### src/rtl/fix_trailer_if.sv
// fix_trailer_if: body-in / byte-out handshake bundle for the FIX trailer sequencer.
interface fix_trailer_if;
    logic [7:0] s_data;
    logic       s_valid;
    logic       s_last;
    logic       s_ready;
    logic [7:0] m_data;
    logic       m_valid;
    logic       m_last;
    logic       m_ready;
    modport slave (
        input  s_data, s_valid, s_last, m_ready,
        output s_ready, m_data, m_valid, m_last
    );
    modport master (
        output s_data, s_valid, s_last, m_ready,
        input  s_ready, m_data, m_valid, m_last
    );
endinterface

### src/rtl/fix_trailer_sequencer.sv
// fix_trailer_sequencer: passes a FIX body through and appends "10=nnn"+SOH with the mod-256 sum.
module fix_trailer_sequencer #(
    parameter logic [7:0] SOH_CHAR = 8'h01,
    parameter int         CNT_W    = 16
) (
    input  logic             clk,
    input  logic             rst,
    fix_trailer_if.slave     bus,
    output logic             busy,
    output logic             err_nosoh,
    output logic [CNT_W-1:0] msg_count
);
    typedef enum logic [2:0] {BODY, T_1, T_0, T_EQ, D_H, D_T, D_U, T_SOH} state_t;
    state_t           state_q, state_d;
    logic [7:0]       sum_q, sum_d;
    logic [3:0]       dh_q, dh_d, dt_q, dt_d, du_q, du_d;
    logic             busy_q, busy_d, err_q, err_d;
    logic [CNT_W-1:0] cnt_q, cnt_d;
    logic             in_body, s_rdy, m_vld, s_hs, m_hs;
    logic [7:0]       m_dat;
    always_comb begin
        in_body = state_q == BODY;
        s_rdy   = in_body && bus.m_ready && !rst;
        m_vld   = !rst && (in_body ? bus.s_valid : 1'b1);
        s_hs    = bus.s_valid && s_rdy;
        m_hs    = m_vld && bus.m_ready;
        case (state_q)
            T_1:     m_dat = 8'h31;
            T_0:     m_dat = 8'h30;
            T_EQ:    m_dat = 8'h3D;
            D_H:     m_dat = 8'h30 + {4'd0, dh_q};
            D_T:     m_dat = 8'h30 + {4'd0, dt_q};
            D_U:     m_dat = 8'h30 + {4'd0, du_q};
            T_SOH:   m_dat = SOH_CHAR;
            default: m_dat = bus.s_data;
        endcase
    end
    assign bus.s_ready = s_rdy;
    assign bus.m_valid = m_vld;
    assign bus.m_data  = m_dat;
    assign bus.m_last  = state_q == T_SOH;
    always_comb begin
        state_d = state_q;
        sum_d   = sum_q;
        busy_d  = busy_q;
        err_d   = 1'b0;
        cnt_d   = cnt_q;
        dh_d    = dh_q;
        dt_d    = dt_q;
        du_d    = du_q;
        // sum_q holds the final checksum throughout the trailer; digits are split out while '1' is offered
        if (state_q == T_1) begin
            dh_d = 4'(sum_q / 8'd100);
            dt_d = 4'((sum_q / 8'd10) % 8'd10);
            du_d = 4'(sum_q % 8'd10);
        end
        if (in_body) begin
            if (s_hs) begin
                sum_d  = sum_q + bus.s_data;
                busy_d = 1'b1;
                if (bus.s_last) begin
                    state_d = T_1;
                    err_d   = bus.s_data != SOH_CHAR;
                end
            end
        end else if (m_hs) begin
            state_d = state_q == T_SOH ? BODY : state_t'(state_q + 3'd1);
            if (state_q == T_SOH) begin
                sum_d  = 8'd0;
                busy_d = 1'b0;
                cnt_d  = cnt_q + CNT_W'(1);
            end
        end
    end
    always_ff @(posedge clk) begin
        if (rst) begin
            state_q <= BODY;
            sum_q   <= 8'd0;
            busy_q  <= 1'b0;
            err_q   <= 1'b0;
            cnt_q   <= '0;
            dh_q    <= 4'd0;
            dt_q    <= 4'd0;
            du_q    <= 4'd0;
        end else begin
            state_q <= state_d;
            sum_q   <= sum_d;
            busy_q  <= busy_d;
            err_q   <= err_d;
            cnt_q   <= cnt_d;
            dh_q    <= dh_d;
            dt_q    <= dt_d;
            du_q    <= du_d;
        end
    end
    assign busy      = busy_q;
    assign err_nosoh = err_q;
    assign msg_count = cnt_q;
endmodule

### src/flat_wrapper.sv
// flat-port wrapper written by rule: the top's interface ports become plain ports
module fix_trailer_sequencer_flat 
#(
    parameter logic [7:0] SOH_CHAR = 8'h01,
    parameter int         CNT_W    = 16
)
  (clk, rst, busy, err_nosoh, msg_count, bus_s_data, bus_s_valid, bus_s_last, bus_m_ready, bus_s_ready, bus_m_data, bus_m_valid, bus_m_last);
  fix_trailer_if bus_i ();
  input  logic clk;
  input  logic rst;
  output logic busy;
  output logic err_nosoh;
  output logic [CNT_W-1:0] msg_count;
  input wire logic [$bits(bus_i.s_data)-1:0] bus_s_data;
  input wire logic [$bits(bus_i.s_valid)-1:0] bus_s_valid;
  input wire logic [$bits(bus_i.s_last)-1:0] bus_s_last;
  input wire logic [$bits(bus_i.m_ready)-1:0] bus_m_ready;
  output wire logic [$bits(bus_i.s_ready)-1:0] bus_s_ready;
  output wire logic [$bits(bus_i.m_data)-1:0] bus_m_data;
  output wire logic [$bits(bus_i.m_valid)-1:0] bus_m_valid;
  output wire logic [$bits(bus_i.m_last)-1:0] bus_m_last;
  assign bus_i.s_data = bus_s_data;
  assign bus_i.s_valid = bus_s_valid;
  assign bus_i.s_last = bus_s_last;
  assign bus_i.m_ready = bus_m_ready;
  assign bus_s_ready = bus_i.s_ready;
  assign bus_m_data = bus_i.m_data;
  assign bus_m_valid = bus_i.m_valid;
  assign bus_m_last = bus_i.m_last;
  fix_trailer_sequencer #(.SOH_CHAR(SOH_CHAR), .CNT_W(CNT_W)) u_core (.clk(clk), .rst(rst), .bus(bus_i), .busy(busy), .err_nosoh(err_nosoh), .msg_count(msg_count));
endmodule
### config.mk
export PLATFORM = sky130hd
export DESIGN_NAME = fix_trailer_sequencer_flat
export DESIGN_NICKNAME = d
export VERILOG_FILES = /design/src/rtl/fix_trailer_if.sv /design/src/rtl/fix_trailer_sequencer.sv /design/src/flat_wrapper.sv
export SDC_FILE = /design/constraint.sdc
export NUM_CORES = 1
export LEC_CHECK = 0
export CAP_MARGIN = 15
export CORE_ASPECT_RATIO = 0.7
export CORE_UTILIZATION = 55
export DETAILED_ROUTE_END_ITERATION = 10
export PLACE_DENSITY = 0.8
export REMOVE_ABC_BUFFERS = 1
export SETUP_SLACK_MARGIN = 0.05
export SYNTH_ARGS = -nofsm -noshare
export SYNTH_HDL_FRONTEND = slang
export SYNTH_SLANG_ARGS = --single-unit
### constraint.sdc
create_clock -name clk -period 6.45 [get_ports clk]
set_input_delay 1.6125 -clock clk [delete_from_list [all_inputs] [get_ports clk]]
set_output_delay 1.6125 -clock clk [all_outputs]
set_load 0.05 [all_outputs]
# After elaboration in Yosys (flattened, before gate mapping)
# Index checks and enable logic that the tools add are counted.
[word_totals]
ff_bits = 41
latch_bits = 0
ram_bits = 0
romBits = 0
inputBits = 13
out_inout_bits = 29
memories = 0
[op_classes]
n_addsub = 6
n_mul = 0
div_mod_pow = 4
magnitude_cmp = 0
n_eq_ne = 10
n_shift = 0
n_mux = 15
bitwise_logic = 3
reduce_logical = 13
[ops]
columns = ["op", "n"]
rows = [
  ["8-bit one-hot mux with 7 select lines", 1],
  ["8-bit 2-to-1 mux", 4],
  ["6-bit by 4-bit adder with 7-bit output (first input constant)", 3],
  ["16-bit by 1-bit adder with 16-bit output (second input constant)", 1],
  ["8-bit by 4-bit modulo with 8-bit output (second input constant)", 2],
  ["3-bit 2-to-1 mux", 5],
  ["3-bit equality test (second input constant)", 4],
  ["3-bit AND reduction", 3],
  ["8-bit adder", 1],
  ["8-bit by 4-bit divider with 8-bit output (second input constant)", 1],
  ["8-bit by 7-bit divider with 8-bit output (second input constant)", 1],
  ["8-bit by 1-bit inequality test with 1-bit output (second input constant)", 1],
  ["3-bit by 2-bit equality test with 1-bit output (second input constant)", 2],
  ["1-bit logical AND", 5],
  ["1-bit 2-to-1 mux", 5],
  ["2-bit inequality test (second input constant)", 2],
  ["2-bit nonzero test", 2],
  ["4-bit OR reduction", 1],
  ["3-bit by 1-bit adder with 3-bit output (second input constant)", 1],
  ["3-bit by 1-bit equality test with 1-bit output (second input constant)", 1],
  ["3-bit logical NOT", 1],
  ["1-bit inverter", 3],
  ["1-bit logical NOT", 1],
]

# Longest topological paths before layout
[logic_depth]
word_depth = 6
ltp_mapped = 14
depth_no_buf = 13

# Worst setup path after synthesis
# Ideal clock, no wire load.
[synth_path]
path_type = "input port to output port"
startpoint = "in bus_s_data[4]"
endpoint = "out bus_m_data[4]"
arrival_ns = 2.718
required_time_ns = 4.838
setup_slack_ns = 2.120
cell_stages = 2
path_cell_list = "inv_1 -> o21ai_0"
[synth_between]
elab_chain_cells = 1
[synth_lines]
columns = ["item", "line_no", "text"]
rows = [
  ["start, declared", "flat_wrapper.sv:14", "input wire logic [$bits(bus_i.s_data)-1:0] bus_s_data;"],
  ["8-bit one-hot mux with 7 select lines", "fix_trailer_sequencer.sv:27", "case (state_q)"],
  ["end, declared", "flat_wrapper.sv:19", "output wire logic [$bits(bus_i.m_data)-1:0] bus_m_data;"],
]
# No other way between the ends.

# Final worst setup path
[layout_path]
startpoint = "in rst"
endpoint = "out bus_m_valid"
[layout_between]
elab_chain_cells = 2
[layout_lines]
columns = ["item", "line_no", "text"]
rows = [
  ["start, declared", "flat_wrapper.sv:10", "input logic rst;"],
  ["1-bit logical NOT", "fix_trailer_sequencer.sv:24", "m_vld = !rst && (in_body ? bus.s_valid : 1'b1);"],
  ["1-bit logical AND", "fix_trailer_sequencer.sv:24", ""],
  ["end, declared", "flat_wrapper.sv:20", "output wire logic [$bits(bus_i.m_valid)-1:0] bus_m_valid;"],
]
# No other way between the ends.

==> key figures <==
Status
  – Status: complete, no violations

Setup path
  – Crit path buffers/inverters: 3
  – Reg-to-Reg End: u_core.dt_q[2]$_SDFFE_PP0P_
  – Crit path kind: in -> out
  – Crit-path cells: clkdlybuf4s50_1 -> buf_4 -> nor2_1 -> clkdlybuf4s50_1
  – Worst reg2reg setup slack: about 2.2 ns
  – Kind of start point of the critical path: primary input
  – Critical path endpoint category: primary output
  – Worst Path Max Fanout: 43
  – CP delay by family, top: buffers and inverters
  – Slowest CP cell: clkdlybuf4s50_1
  – Critical path data required time: a little under 5 ns
  – Crit-path max cell delay: around 0.71 ns
  – Worst r2r src: u_core.sum_q[5]$_SDFFE_PP0P_
  – Reg2reg path depth: 13
  – CP arrival: approximately 3.3 ns
  – Critical Path Most Common Cell: clkdlybuf4s50_1

STA
  – Period minus WS final: a little under 5 ns
  – Fmax: approximately 200 MHz
  – RSZ-0062 raised after global routing: false
  – Skew final: roughly 0.0021 ns
  – Rel. slew slack: between 40% and 50%
  – Final Hold Violating Endpoints: 0
  – Final setup fails: 0
  – Post-route setup TNS: 0 ns
  – Max-slew violation count: 0
  – Final worst-path cycle share: 76.6%
  – Worst slew pin tran: between 0.8 and 0.9 ns

GRT
  – Largest net degree at the start of global routing: 44
  – GRT Util Overall: between 20 and 30%
  – First-pass GRT wire length: approximately 12 mm
  – Vias in the first global route: roughly 2400
  – Initial antenna violation count: 0
  – Total gr overflow: 0

Yosys
  – YS warnings: 0
  – Synthesized instance count: about 360
  – Synth Register Bits: 39
  – Largest area contributor in the netlist: dfxtp_1
  – FFs w/ async S/R, synth: 0%
  – Synth top area share: between 20 and 30%
  – Number of synthesized flops with an enable pin: 0
  – Main synth FF type: dfxtp_1
  – Mapped Avg Cell Area: 7.95 sq um
  – Top post-synthesis cells by area: dfxtp_1 (27%), ha_1 (8.8%), nor2_1 (5.8%), nand2_1 (3.9%), a21oi_1 (3.7%)
  – Cell Area, Synth: around 2900 sq um
  – Register area share after synthesis: a little over a quarter
  – Unique masters post-synth: 62

Placed design
  – Final HPWL DP: approximately 5.2 mm
  – Area after DPL: roughly 3300 sq um
  – Placer Congestion: ~0.8
  – PortBufs: between 40 and 50

Route
  – Initial DRC Count: ~220
  – Routed len/inst: ~15 um
  – Drt first pass iters: 5
  – Drt drc: 0
  – Post-Route WL: approximately 7.1 mm
  – Via count: 2795
  – Average via count per standard cell: slightly above 6
  – Antenna-violating nets left: 0

Finish
  – Number of diodes: 0
  – Most common cell after layout, fill and taps aside: nor2_1
  – Layout area overhead: 19.6%
  – Most frequent cells in the layout: nor2_1 (44), clkdlybuf4s50_1 (41), dfxtp_1 (39)
  – Design area: 3410 sq um
  – Layout cell share with drive strength beyond 1: under 10%
  – Layout Utilization: a little over two thirds
  – Final #Nets: between 400 and 500

Floorplan
  – Site Rows: 21
  – Die Y: between 60 and 70 um
  – Initial Util: 58.4%
  – Core box area: 4890 sq um
  – Die X-Extent: 88.1 um
  – I/O pins: 42
  – Die footprint: ~5500 sq um

Clock tree
  – CTS Root Cell: clkbuf_8
  – Worst-path clk slew: 0.08 ns
  – Max Root-Sink Buffers: 2
  – TritonCTS Sinks: 39
  – CTS tree: yes
  – TritonCTS buffer count: 5
  – Post-CTS Setup Bufs: 0
  – CTS resizes: 0
  – H-Tree Depth: 2
  – Worst-Skew Late Latency: slightly below 0.3 ns
  – Post-CTS Hold Buffers: 0

Power
  – Leakage: approximately 1.3 nW
  – Maximum VDD drop: between 0.1 and 0.15 mV
  – Cell area power density: about 190 nW/um^2

Hold path
  – Hold path depth: 2
  – Tightest Hold Check Type: reg -> reg
  – Worst hold start: u_core.du_q[0]$_SDFFE_PP0P_
  – Hold Crit Endpoint: u_core.du_q[0]$_SDFFE_PP0P_

Run
  – Max-Cap Viols: 0
## kinds of logic after synthesis
family	share of synthesized area, %
muxes	1.05
DFF	27.4
buffers and inverters	4.21
adders and majority gates	10.2
and+or+nand+nor	25.2
AOI/OAI and AO/OA	24.6
xor gates and xnor gates	7.37
## worst max path at each step
stage                             start       endpoint  slack [ns]  cells after the start
after floorplan           bus_s_data[4]  bus_m_data[4]        2.12                      2
after global placement              rst    bus_m_valid        1.57                      4
after detailed placement            rst    bus_m_valid        1.53                      4
after CTS                           rst    bus_m_valid        1.53                      4
after global routing                rst    bus_m_valid        1.45                      4
final                               rst    bus_m_valid        1.51                      4
## layer usage
layer	up-vias	GRT usage (%)	part of all wire (%)
met5	-	0	0
met4	0	5.04	0.72
met3	6	5.05	6.9
met2	107	37.7	42
met1	1318	43.3	50
li1	1364	-	-
## synthesized netlist by cell type (all sizes together) (7+ instances only)
cell type,number
a21oi,21
a22oi,8
and3,7
clkbuf,11
dfxtp,39
ha,20
inv,15
nand2,30
nand3,7
nor2,44
nor2b,10
o21ai,22
xnor2,12
xor2,12
## through the flow
stage | total power, mW | worst slack [ns] | hold WS [ns] | cells
finish | 0.657 | 1.51 | 0.464 | 463
global route | 0.688 | 1.45 | 0.490 | 463
CTS | 0.655 | 1.53 | 0.461 | 463
detailed placement | 0.449 | 1.53 | 0.450 | 455
global placement | 0.445 | 1.57 | 0.445 | 455
floorplan | 0.394 | 2.12 | 0.425 | 343
## report_power, final
group	switching (mW)	total [mW]	leakage, nW	internal (mW)
registers	0.0148	0.263	0.315	0.248
clock network	0.0949	0.210	0.0581	0.115
logic	0.109	0.184	0.915	0.0747
## worst min-delay path: cells and delay by family (launching register included)
kind,cells,cell delay (ns)
and+or+nand+nor,1,0.05
DFF,1,0.32
AOI/OAI and AO/OA,1,0.05
## state kept, by name (all words and copies together), names as in the netlist
register,count
u_core.msg_count,16
u_core.busy,1
u_core.dh_q,2
u_core.dt_q,4
u_core.du_q,4
u_core.state_q,3
u_core.sum_q,8
u_core.err_nosoh,1
## final cells by class
type	count	area (sq um)
well taps	69	86.3
inverters	15	56.3
repair buffers	43	425
clock buffers	5	68.8
flip-flops and latches	39	781
clock inverters	3	43.8
fillers	407	1470
multi-input cells	289	1950
No activity file was read; power rests on OpenSTA's default activity.
==> RTL change: new RTL, same settings <==
Make the reset (`rst`) asynchronous in one clocked block.
--- a/src/rtl/fix_trailer_sequencer.sv
+++ b/src/rtl/fix_trailer_sequencer.sv
@@ -72,7 +72,7 @@
             end
         end
     end
-    always_ff @(posedge clk) begin
+    always_ff @(posedge clk or posedge rst) begin
         if (rst) begin
             state_q <= BODY;
             sum_q   <= 8'd0;
Behaviour: differs if rst is asserted again (counterexample within 4 cycles, from zero or initial values and one cycle with rst high); with rst held inactive, the same outputs for 4 cycles.
==> RTL change against the original RTL <==
- area after synthesis grew 3.8%
- sequential cell count is the same
- worst setup slack lost 0.090 ns
- design area grew 1.9%
- non-clock buffer count shrank 1
- via count shrank 1.8%
- routed wire length grew 1.1%
Power is not compared: it rests on default switching activity, and its combinational part moved more than twofold at a synthesized area within 25%.
==> RTL change: results (changes against the original RTL) <==
Yosys
  – Mapped Cells: 337 (was 359)
  – Sequential area share after synthesis: 0.3294 (was 0.2736)
  – Top post-synthesis cells by count: 39 x dfrtp_1, 38 x nand2_1, 25 x nor2_1, 20 x ha_1 (was 44 x nor2_1, 39 x dfxtp_1, 30 x nand2_1, 21 x a21oi_1, 21 x o21ai_0)
  – Fraction of registers with async set/reset: 1.000 (was 0)
  – Synth top area cells: dfrtp_1 33%, ha_1 8.4%, xnor2_1 5.3%, nand2_1 4.8%, a22o_1 3.5% (was dfxtp_1 27%, ha_1 8.8%, nor2_1 5.8%, nand2_1 3.9%, a21oi_1 3.7%)
  – Ys Warns: 0 (unchanged)
  – Main flop type after synthesis: dfrtp_1 (was dfxtp_1)
  – Distinct cells, synth: 66 (was 62)

GRT
  – Largest net degree at the start of global routing: 40 (was 44)
  – GRT Total Usage: 0.2700 (was 0.2723)
  – Initial antenna violation count: 0 (unchanged)
  – Vias in the first global route: 2586 (was 2448)
  – First-pass GRT wire length: 12320 um (was 11790 um)

Finish
  – Multi-input gate area: 1842 um2 (was 1953 um2)
  – Seq Cell Count: 39 (unchanged)
  – Layout cell share with drive strength beyond 1: 0.05630 (was 0.05076)
  – Inverters: 19 (was 15)
  – Post-route core utilization: 0.7009 (was 0.6987)
  – N_diodes: 0 (unchanged)
  – Layout clock buffer count: 6 (was 5)
  – Layout non-clock buf frac: 0.1201 (was 0.1246)
  – Non-clock buffers: 42 (was 43)
  – Seq/total area: 0.2804 (was 0.2287)
  – Max reg flops: 16 (unchanged)
  – FILL cells: 398 (was 407)
  – Clk tree area frac: 0.02516 (was 0.03298)
  – Final net count: 407 (was 427)
  – Count of multi-input gates: 266 (was 289)

Power
  – Pleak: 1.481 nW
  – Max rail drop VDD: 0.4776 mV

Place
  – Dpl cells: 435 (was 455)
  – Worst setup slack after placement: 1.625 ns (was 1.530 ns)
  – Area after DPL: 3393 um2 (was 3302 um2)
  – Placer Congestion: 0.8886 (was 0.8135)
  – Post-DP HPWL: 5396 um (was 5216 um)

Route
  – Drt pass-1 iters: 5 (unchanged)
  – WL final: 7150 um (was 7071 um)
  – Initial drt markers: 221 (was 216)
  – Vias: 2745 (was 2795)
  – WL per Instance: 16.18 um (was 15.27 um)

Run status
  – Status: complete, no violations (unchanged)

Critical path
  – Critical path peak fanout: 6 (was 43)
  – Critical path data arrival time: 3.42 ns (was 3.33 ns)

Min path
  – Hold Path Class: reg2reg (unchanged)

Clock network
  – Maximum clock insertion buffer count: 2 (unchanged)
  – Clock transition at path regs: 0.08 ns (about the same)
  – H-tree depth: 2 (unchanged)
  – CTS root buf: clkbuf_8 (unchanged)

STA
  – Slew margin rel.: 0.4743 (was 0.4365)
  – Clk_skew: 0.006444 ns (was 0.002134 ns)

Floorplanning
  – Area of the core: 4966 um2 (was 4887 um2)
[RTL change: cell count changes after synthesis, moves of 7 or more]
| cell | delta |
|---|---|
| a22o_1 | +10 |
| a22oi_1 | -7 |
| dfrtp_1 | +39 |
| dfxtp_1 | -39 |
| nand2_1 | +8 |
| nor2_1 | -19 |
| xor2_1 | -7 |
[RTL change: worst max-delay path: stages, from the launching register on]
cell	delay, ns
dfrtp_1	0.45
ha_1	0.25
ha_1	0.24
a2111oi_0	0.67
nor2b_1	0.43
mux2_2	0.39
clkdlybuf4s50_1	0.70
[RTL change: routing by layer]
layer	vias to the layer above	share of wire	track usage
met3	11	0.076	0.05797
met4	0	0.013	0.07582
li1	1306	-	-
met1	1315	0.48	0.3871
met2	113	0.44	0.4106
met5	-	0	0
[RTL change: logic make-up after synthesis]
family,after synthesis,share of synthesized area
and+or+nand+nor,122,0.2107
AOI/OAI and AO/OA,96,0.2373
DFF,39,0.3294
buffers and inverters,32,0.04898
xor gates and xnor gates,23,0.06799
adders and majority gates,21,0.09122
muxes,4,0.01436
[RTL change: path summary, 6_finish.rpt]
check | start | end | slack [ns] | cells past startpoint
worst max-delay path | u_core.state_q[0] | bus_m_data[0] | 1.42 | 6
worst min-delay path | u_core.msg_count[15] | u_core.msg_count[15] | 0.47 | 1
worst max register to register | u_core.sum_q[5] | u_core.dt_q[3] | 1.82 | 15
worst min register to register | u_core.msg_count[15] | u_core.msg_count[15] | 0.47 | 1
max in group asynchronous | rst | u_core.du_q[2] | 4.28 | 3
min in group asynchronous | rst | u_core.msg_count[0] | 1.82 | 3
[RTL change: report_power, final]
part	switching (mW)	leakage, nW	internal (mW)
clock network	0.0871	0.0470	0.0840
registers	0.133	0.507	0.309
logic	0.780	0.927	0.494
